## config.mk

```make
export PLATFORM = sky130hd
export DESIGN_NAME = wb_stage
export DESIGN_NICKNAME = d
export VERILOG_FILES = /design/src/rtl/lapido_pkg.sv /design/src/rtl/wb_stage_flag_reg.sv /design/src/rtl/wb_stage.sv
export SDC_FILE = /design/constraint.sdc
export NUM_CORES = 1
export LEC_CHECK = 0
export ABC_CLOCK_PERIOD_IN_PS = 1960
export CAP_MARGIN = 20
export CORE_UTILIZATION = 37
export DETAILED_ROUTE_END_ITERATION = 8
export GPL_TIMING_DRIVEN = 0
export PLACE_DENSITY_LB_ADDON = 0.1
export SETUP_SLACK_MARGIN = 0.3
export SYNTH_ARGS = -nofsm -noshare
export SYNTH_HDL_FRONTEND = slang
export SYNTH_HIERARCHICAL = 1
export SYNTH_SLANG_ARGS = --single-unit
export TNS_END_PERCENT = 10
```

## constraint.sdc

```tcl
create_clock -name CLK -period 1.96 [get_ports CLK]
set_input_delay 0.49 -clock CLK [delete_from_list [all_inputs] [get_ports CLK]]
set_output_delay 0.49 -clock CLK [all_outputs]
set_load 0.1 [all_outputs]
```

## src/rtl/lapido_pkg.sv

```systemverilog
// -----------------------------------------------------------------------------
// lapido_pkg
// Shared definitions for the write-back stage:
//   - write-back FSM state encoding (WB_RUN / WB_LOAD)
//   - result-select constants (MXWB_ALU / MXWB_MEM)
//   - default datapath and register-address widths
//   - flag register width and bit positions ({O, S, C, Z})
// Optional feature macro used by wb_stage: WB_RETIRE_CNT_EN
// -----------------------------------------------------------------------------
package lapido_pkg;

    localparam int DW_DEFAULT = 32;
    localparam int AW_DEFAULT = 5;

    typedef enum logic {
        WB_RUN  = 1'b0,
        WB_LOAD = 1'b1
    } wb_state_e;

    localparam logic MXWB_ALU = 1'b0;
    localparam logic MXWB_MEM = 1'b1;

    // Flag vector layout: [3]=O, [2]=S, [1]=C, [0]=Z
    localparam int FLAG_W = 4;
    localparam int FLAG_O = 3;
    localparam int FLAG_S = 2;
    localparam int FLAG_C = 1;
    localparam int FLAG_Z = 0;

endpackage

```

## src/rtl/wb_stage_flag_reg.sv

```systemverilog
// -----------------------------------------------------------------------------
// flag_reg
// Architectural flag register with synchronous active-low reset and a write
// enable.
// Ports:
//   i_clk   - clock
//   i_rst_n - synchronous active-low reset (clears the register)
//   i_we    - write enable
//   i_d     - next flag value
//   o_q     - current flag value
// -----------------------------------------------------------------------------
module flag_reg #(
    parameter int W = 4
) (
    input  logic         i_clk,
    input  logic         i_rst_n,
    input  logic         i_we,
    input  logic [W-1:0] i_d,
    output logic [W-1:0] o_q
);

    logic [W-1:0] r_q;

    always_ff @(posedge i_clk) begin
        if (!i_rst_n) begin
            r_q <= '0;
        end else if (i_we) begin
            r_q <= i_d;
        end
    end

    assign o_q = r_q;

endmodule

```

## src/rtl/wb_stage.sv

```systemverilog
// -----------------------------------------------------------------------------
// wb_stage
// Write-back stage at the far end of the EX interface. Accepts one EX result
// per ex_valid/wb_ready handshake, drives the register-bank write port and
// owns the architectural flag register fed back to EX. Loads take one extra
// cycle because dm_Q arrives the cycle after the load is accepted.
// Ports:
//   CLK, RESET             - clock, synchronous active-low reset
//   ex_valid / wb_ready    - EX handshake
//   alu_result, alu_O/S/C/Z, tf_out, dm_Q - EX result, flags, condition, load data
//   uc_S_MXWB, uc_W_RB, uc_W_RF, uc_COND, uc_RD - write-back control
//   rb_W, rb_WA, rb_WD     - register-bank write port (rb_W is a one-cycle pulse)
//   rf_O/S/C/Z             - flag register
//   wb_retired             - completed-slot counter (only with WB_RETIRE_CNT_EN)
// Optional feature macro: WB_RETIRE_CNT_EN
// -----------------------------------------------------------------------------
module wb_stage
    import lapido_pkg::*;
#(
    parameter int DW = DW_DEFAULT,
    parameter int AW = AW_DEFAULT
) (
    input  logic          CLK,
    input  logic          RESET,
    input  logic          ex_valid,
    output logic          wb_ready,
    input  logic [DW-1:0] alu_result,
    input  logic          alu_O,
    input  logic          alu_S,
    input  logic          alu_C,
    input  logic          alu_Z,
    input  logic          tf_out,
    input  logic [DW-1:0] dm_Q,
    input  logic          uc_S_MXWB,
    input  logic          uc_W_RB,
    input  logic          uc_W_RF,
    input  logic          uc_COND,
    input  logic [AW-1:0] uc_RD,
    output logic          rb_W,
    output logic [AW-1:0] rb_WA,
    output logic [DW-1:0] rb_WD,
    output logic          rf_O,
    output logic          rf_S,
    output logic          rf_C,
    output logic          rf_Z
`ifdef WB_RETIRE_CNT_EN
    ,
    output logic [31:0]   wb_retired
`endif
);

    wb_state_e         r_state;
    logic              r_rb_w;
    logic [AW-1:0]     r_rb_wa;
    logic [DW-1:0]     r_rb_wd;
    logic              r_hold_we;
    logic [AW-1:0]     r_hold_wa;

    logic              w_accept;
    logic              w_en;
    logic              w_rb_we;
    logic              w_load;
    logic              w_flag_we;
    logic [FLAG_W-1:0] w_alu_flags;
    logic [FLAG_W-1:0] w_rf_q;

    // wb_ready is gated by RESET so it reads 0 for the whole reset period.
    assign wb_ready    = RESET && (r_state == WB_RUN);
    assign w_accept    = ex_valid && wb_ready;
    assign w_en        = !uc_COND || tf_out;
    assign w_rb_we     = uc_W_RB && w_en;
    assign w_load      = (uc_S_MXWB == MXWB_MEM);
    // Loads never touch the flags; suppressed conditional ops neither.
    assign w_flag_we   = w_accept && uc_W_RF && w_en && !w_load;
    assign w_alu_flags = {alu_O, alu_S, alu_C, alu_Z};

    // NOTE: sequential state uses non-blocking (<=) so every register samples
    // pre-edge values regardless of statement order.
    always_ff @(posedge CLK) begin
        if (!RESET) begin
            // A pending load write is simply dropped here.
            r_state   <= WB_RUN;
            r_rb_w    <= 1'b0;
            r_rb_wa   <= '0;
            r_rb_wd   <= '0;
            r_hold_we <= 1'b0;
            r_hold_wa <= '0;
        end else begin
            // Strobe defaults low so it can only ever be a single-cycle pulse.
            r_rb_w <= 1'b0;
            case (r_state)
                WB_RUN: begin
                    if (w_accept) begin
                        if (w_load) begin
                            r_hold_we <= w_rb_we;
                            r_hold_wa <= uc_RD;
                            r_state   <= WB_LOAD;
                        end else begin
                            r_rb_w  <= w_rb_we;
                            r_rb_wa <= uc_RD;
                            r_rb_wd <= alu_result;
                        end
                    end
                end
                WB_LOAD: begin
                    // dm_Q is valid now, one cycle after the load was accepted.
                    r_rb_w  <= r_hold_we;
                    r_rb_wa <= r_hold_wa;
                    r_rb_wd <= dm_Q;
                    r_state <= WB_RUN;
                end
                default: r_state <= WB_RUN;
            endcase
        end
    end

    assign rb_W  = r_rb_w;
    assign rb_WA = r_rb_wa;
    assign rb_WD = r_rb_wd;

    flag_reg #(
        .W (FLAG_W)
    ) u_flag_reg (
        .i_clk   (CLK),
        .i_rst_n (RESET),
        .i_we    (w_flag_we),
        .i_d     (w_alu_flags),
        .o_q     (w_rf_q)
    );

    assign rf_O = w_rf_q[FLAG_O];
    assign rf_S = w_rf_q[FLAG_S];
    assign rf_C = w_rf_q[FLAG_C];
    assign rf_Z = w_rf_q[FLAG_Z];

`ifdef WB_RETIRE_CNT_EN
    logic [31:0] r_retired;
    logic        w_slot_done;

    // A slot completes on an ALU accept or on the LOAD->RUN edge; suppressed
    // conditional ops still count.
    assign w_slot_done = (w_accept && !w_load) || (r_state == WB_LOAD);

    always_ff @(posedge CLK) begin
        if (!RESET) begin
            r_retired <= '0;
        end else if (w_slot_done) begin
            r_retired <= r_retired + 32'd1;
        end
    end

    assign wb_retired = r_retired;
`endif

endmodule

```

==> out/results.txt <==
The run gives 431 as the net count of the finished layout. The area overhead of the layout relative to synthesis is 74.8%. For the number of setup violations in the final report, the log shows 0. The final hold slack is 462 ps, and the vertical die dimension is 76.5 µm. Subtracting the final worst setup slack from the clock period gives 1720 ps.

The library cells used most frequently in the layout, excluding fill and tap cells, are sky130_fd_sc_hd__clkdlybuf4s50_1, sky130_fd_sc_hd__dfxtp_1, sky130_fd_sc_hd__o21ai_0. In this run the tightest slew margin relative to its limit is 62.5%. The run gives 1470 ps as the critical path data required time. The latest clock arrival within the worst-skew pair came out at 300 ps.

Area of the mapped netlist: 2060 µm². The number of sinks on the clock net is 49, and the number of placed instances, taps included is 408. For this run, design rule violations remaining after detail routing come to 0.

STA classifies the critical path startpoint as a flip-flop. Counting every net in the synthesized netlist gives 296. The synthesized netlist devotes 6.15% of its cell area to simple gates. The flow ran to the end, and the final reports show no timing, DRC or antenna violations. Leaving out fill and tap cells, the most frequent cell in the layout is sky130_fd_sc_hd__clkdlybuf4s50_1. The tools report the worst path arrival time as 1230 ps. On the critical path, the stage with the largest delay is an instance of sky130_fd_sc_hd__clkdlybuf4s15_2. Per report_power, the clock group accounts for 26.5% of the total.

The tree is rooted in a sky130_fd_sc_hd__clkbuf_8. Global routing used 20.1% of the available tracks. The first global-routing pass estimated 9380 µm of wire. The post-CTS clock slew at the launch and capture registers of the worst setup and hold paths is 90 ps, and the worst IR drop on VDD is 0.000432 V.

The nature of the critical path endpoint is an output port. After clock tree synthesis, the flow added hold-fix buffers numbering 0. TritonCTS built the clock tree.

Of all nets on the critical path, the largest fanout is 2. The number of buffer cells added on primary ports came out at 123. For this run, the number of standard cells in the final layout without fillers is 421. The total of flip-flops plus latches after synthesis was 49.

The dominant combinational cell family by area after synthesis was multiplexers. The tools report the proportion of power drawn by combinational gates as 33.4%. First-iteration detailed-routing DRC count: 78.

The max-cap check violation count is 0. Before antenna repair, the detailed router went through 4 iterations. Entering global routing, the biggest net connects 16 pins. Traced cell by cell, the critical path runs through clkdlybuf4s15_2. The logs give 1.35 nW for the static leakage and 2,056 for the number of global-route vias before repair. Setup repair after global routing could not meet its margin everywhere. The average wire per standard cell works out to 13.7 µm.

In this run the power density over the cells is 760 nW/µm². For the power dissipated by switching net loads, the log shows 0.969 mW. The synthesized netlist devotes 0% of its cell area to XOR and XNOR gates. Across all layers, the routed design uses 2,040 vias. Dividing the detail-routed via count by the number of cells gives 4.85.

The repair_antennas step left the layout with diodes totalling 0. For the sequential cell area fraction in the yosys report, the log shows 47.7%. Switching portion of total power: 35.5%. The total overflow left after global routing is 0. The number of H-tree levels was 2. The run gives 40.1% as the sequential group share of total power. The initial antenna violation count was 0.

The tools report the number of CTS-inserted buffers as 5. The starting density of the core was 39.2%; the overall power was 2.73 mW. 124 I/O pins were placed.

After detailed placement, the total cell area comes to 3390 µm². Synthesis produced a netlist whose cell count is 215. The fraction of layout instances using a drive strength above 1 came out at 19.7%. The placer congestion estimate is 0.730.

The synthesized netlist devotes 0% of its cell area to adder and majority cells. Counting along the longest clock path gives a buffer depth of 2. The die is 76.5 µm wide. The floorplan core area was 5240 µm².

Maximum single-stage delay on the critical path: 570 ps. The synthesis warning total is 6, and the average cell area after synthesis is 9.56 µm². The complex-gate fraction of the synthesized area works out to 19.5%.

The mux contribution to synthesized area is 20.0%. On the final layout, the worst clock skew is 8.69 ps. HPWL reported at the end of detailed placement: 4200 µm. The logs give 0 for the residual antenna-violating net count after detailed routing and 3590 µm² for the final cell area excluding filler cells.

The logs give 581 MHz for the maximum frequency from static timing analysis and 0 for the final number of hold-violating endpoints. Gate family responsible for the most delay along the worst path: buffers and inverters. The die covers 5860 µm². At the pin with the least slew margin, the transition time is 565 ps. Number of slew-limit violations in the final report: 0. Category of the critical setup timing path: reg -> out. The logs give 1.76 mW for the cell-internal power and 0 ps for the post-route setup TNS. The combined buffer and inverter count along the critical path is 1, and the final routed wirelength across all metal layers is 5770 µm. The cell row count is 26, and the period utilization is 87.7%.

Number of distinct library cells after synthesis: 18. The kind of path behind the tightest hold check is reg -> reg.
==> power by group through the flow <==
stage	clock, mW	sequential, mW	combinational [mW]
2_1_floorplan	0	1.54	0.179
5_1_grt	0.776	1.10	0.955
3_5_place_dp	0	1.12	0.922
4_1_cts	0.742	1.09	0.907
6_report	0.724	1.09	0.913
3_3_place_gp	0	1.12	0.915
==> routing by layer <==
| metal | vias to the layer above | track usage (%) | wire length (µm) |
|---|---|---|---|
| met5 | - | 0 | 0 |
| met4 | 0 | 6.73 | 81 |
| met3 | 9 | 6.23 | 389 |
| met2 | 76 | 34.6 | 2750 |
| met1 | 926 | 23.7 | 2550 |
| li1 | 1029 | - | - |
==> state kept, by name, indices dropped and copies added, names as in the netlist <==
name,count
r_state,1
r_hold_wa,5
rb_WD,32
u_flag_reg/o_q,4
rb_WA,5
r_hold_we,1
rb_W,1
==> metrics by stage <==
stage,setup WS (ps),utilization [%]
floorplan,74.7,-
global placement,-1030,64.8
detailed placement,-1020,64.8
CTS,43.3,67.7
global route,203,68.6
finish,240,68.6
==> Yosys cell counts (all sizes together) <==
library cell	n	share of area, %
dfxtp	49	48
o21ai	43	10
mux2i	41	20
a21oi	37	9.0
nand2	12	2.2
clkbuf	11	2.0
buf	9	4.5
nor2b	6	1.9
nand3	2	0.49
and4	1	0.43
and4b	1	0.49
inv	1	0.18
nand2b	1	0.30
nand4	1	0.30
==> worst register-to-register path, stage by stage (launching register included) <==
cell and delay, ps:
sky130_fd_sc_hd__dfxtp_1 380, sky130_fd_sc_hd__inv_2 70, sky130_fd_sc_hd__buf_2 190, sky130_fd_sc_hd__clkbuf_1 350, sky130_fd_sc_hd__o21ai_0 180, sky130_fd_sc_hd__a21oi_1 140
==> path summary, 6_finish.rpt <==
check | cells past startpoint | start | endpoint | slack, ps
hold reg to reg | 2 | r_hold_wa[3] | r_hold_wa[3] | 460
setup reg to reg | 5 | r_state | rb_WD[26] | 590
hold / removal | 2 | r_hold_wa[3] | r_hold_wa[3] | 460
setup / recovery | 1 | rb_WD[27] | rb_WD[27] | 240
==> layout make-up <==
cell class,instances,area (µm²)
Fill cell,441,1640
Timing Repair Buffer,128,1310
Multi-Input combinational cell,145,953
Tap cell,70,87.6
Clock inverter,2,38.8
Inverter,1,3.75
Sequential cell,49,981
Clock buffer,6,72.6
Buffer,20,144
==> timing repair <==
| action | 4_1_cts | 5_1_grt |
|---|---|---|
| buffers inserted | 0 | 5 |
| pin swaps | 1 | 0 |
| setup endpoints to repair | 47 | 57 |
| endpoints found under the hold margin | 0 | 0 |
| gates resized for setup | 142 | 6 |
==> cell families (layout without fill, tap and decap cells) <==
logic type	Yosys count	in the layout
compound gates	80	80
flops	49	49
mux	41	41
simple gates	24	24
buf+inv	21	157
Power figures use the tool's default switching activity.
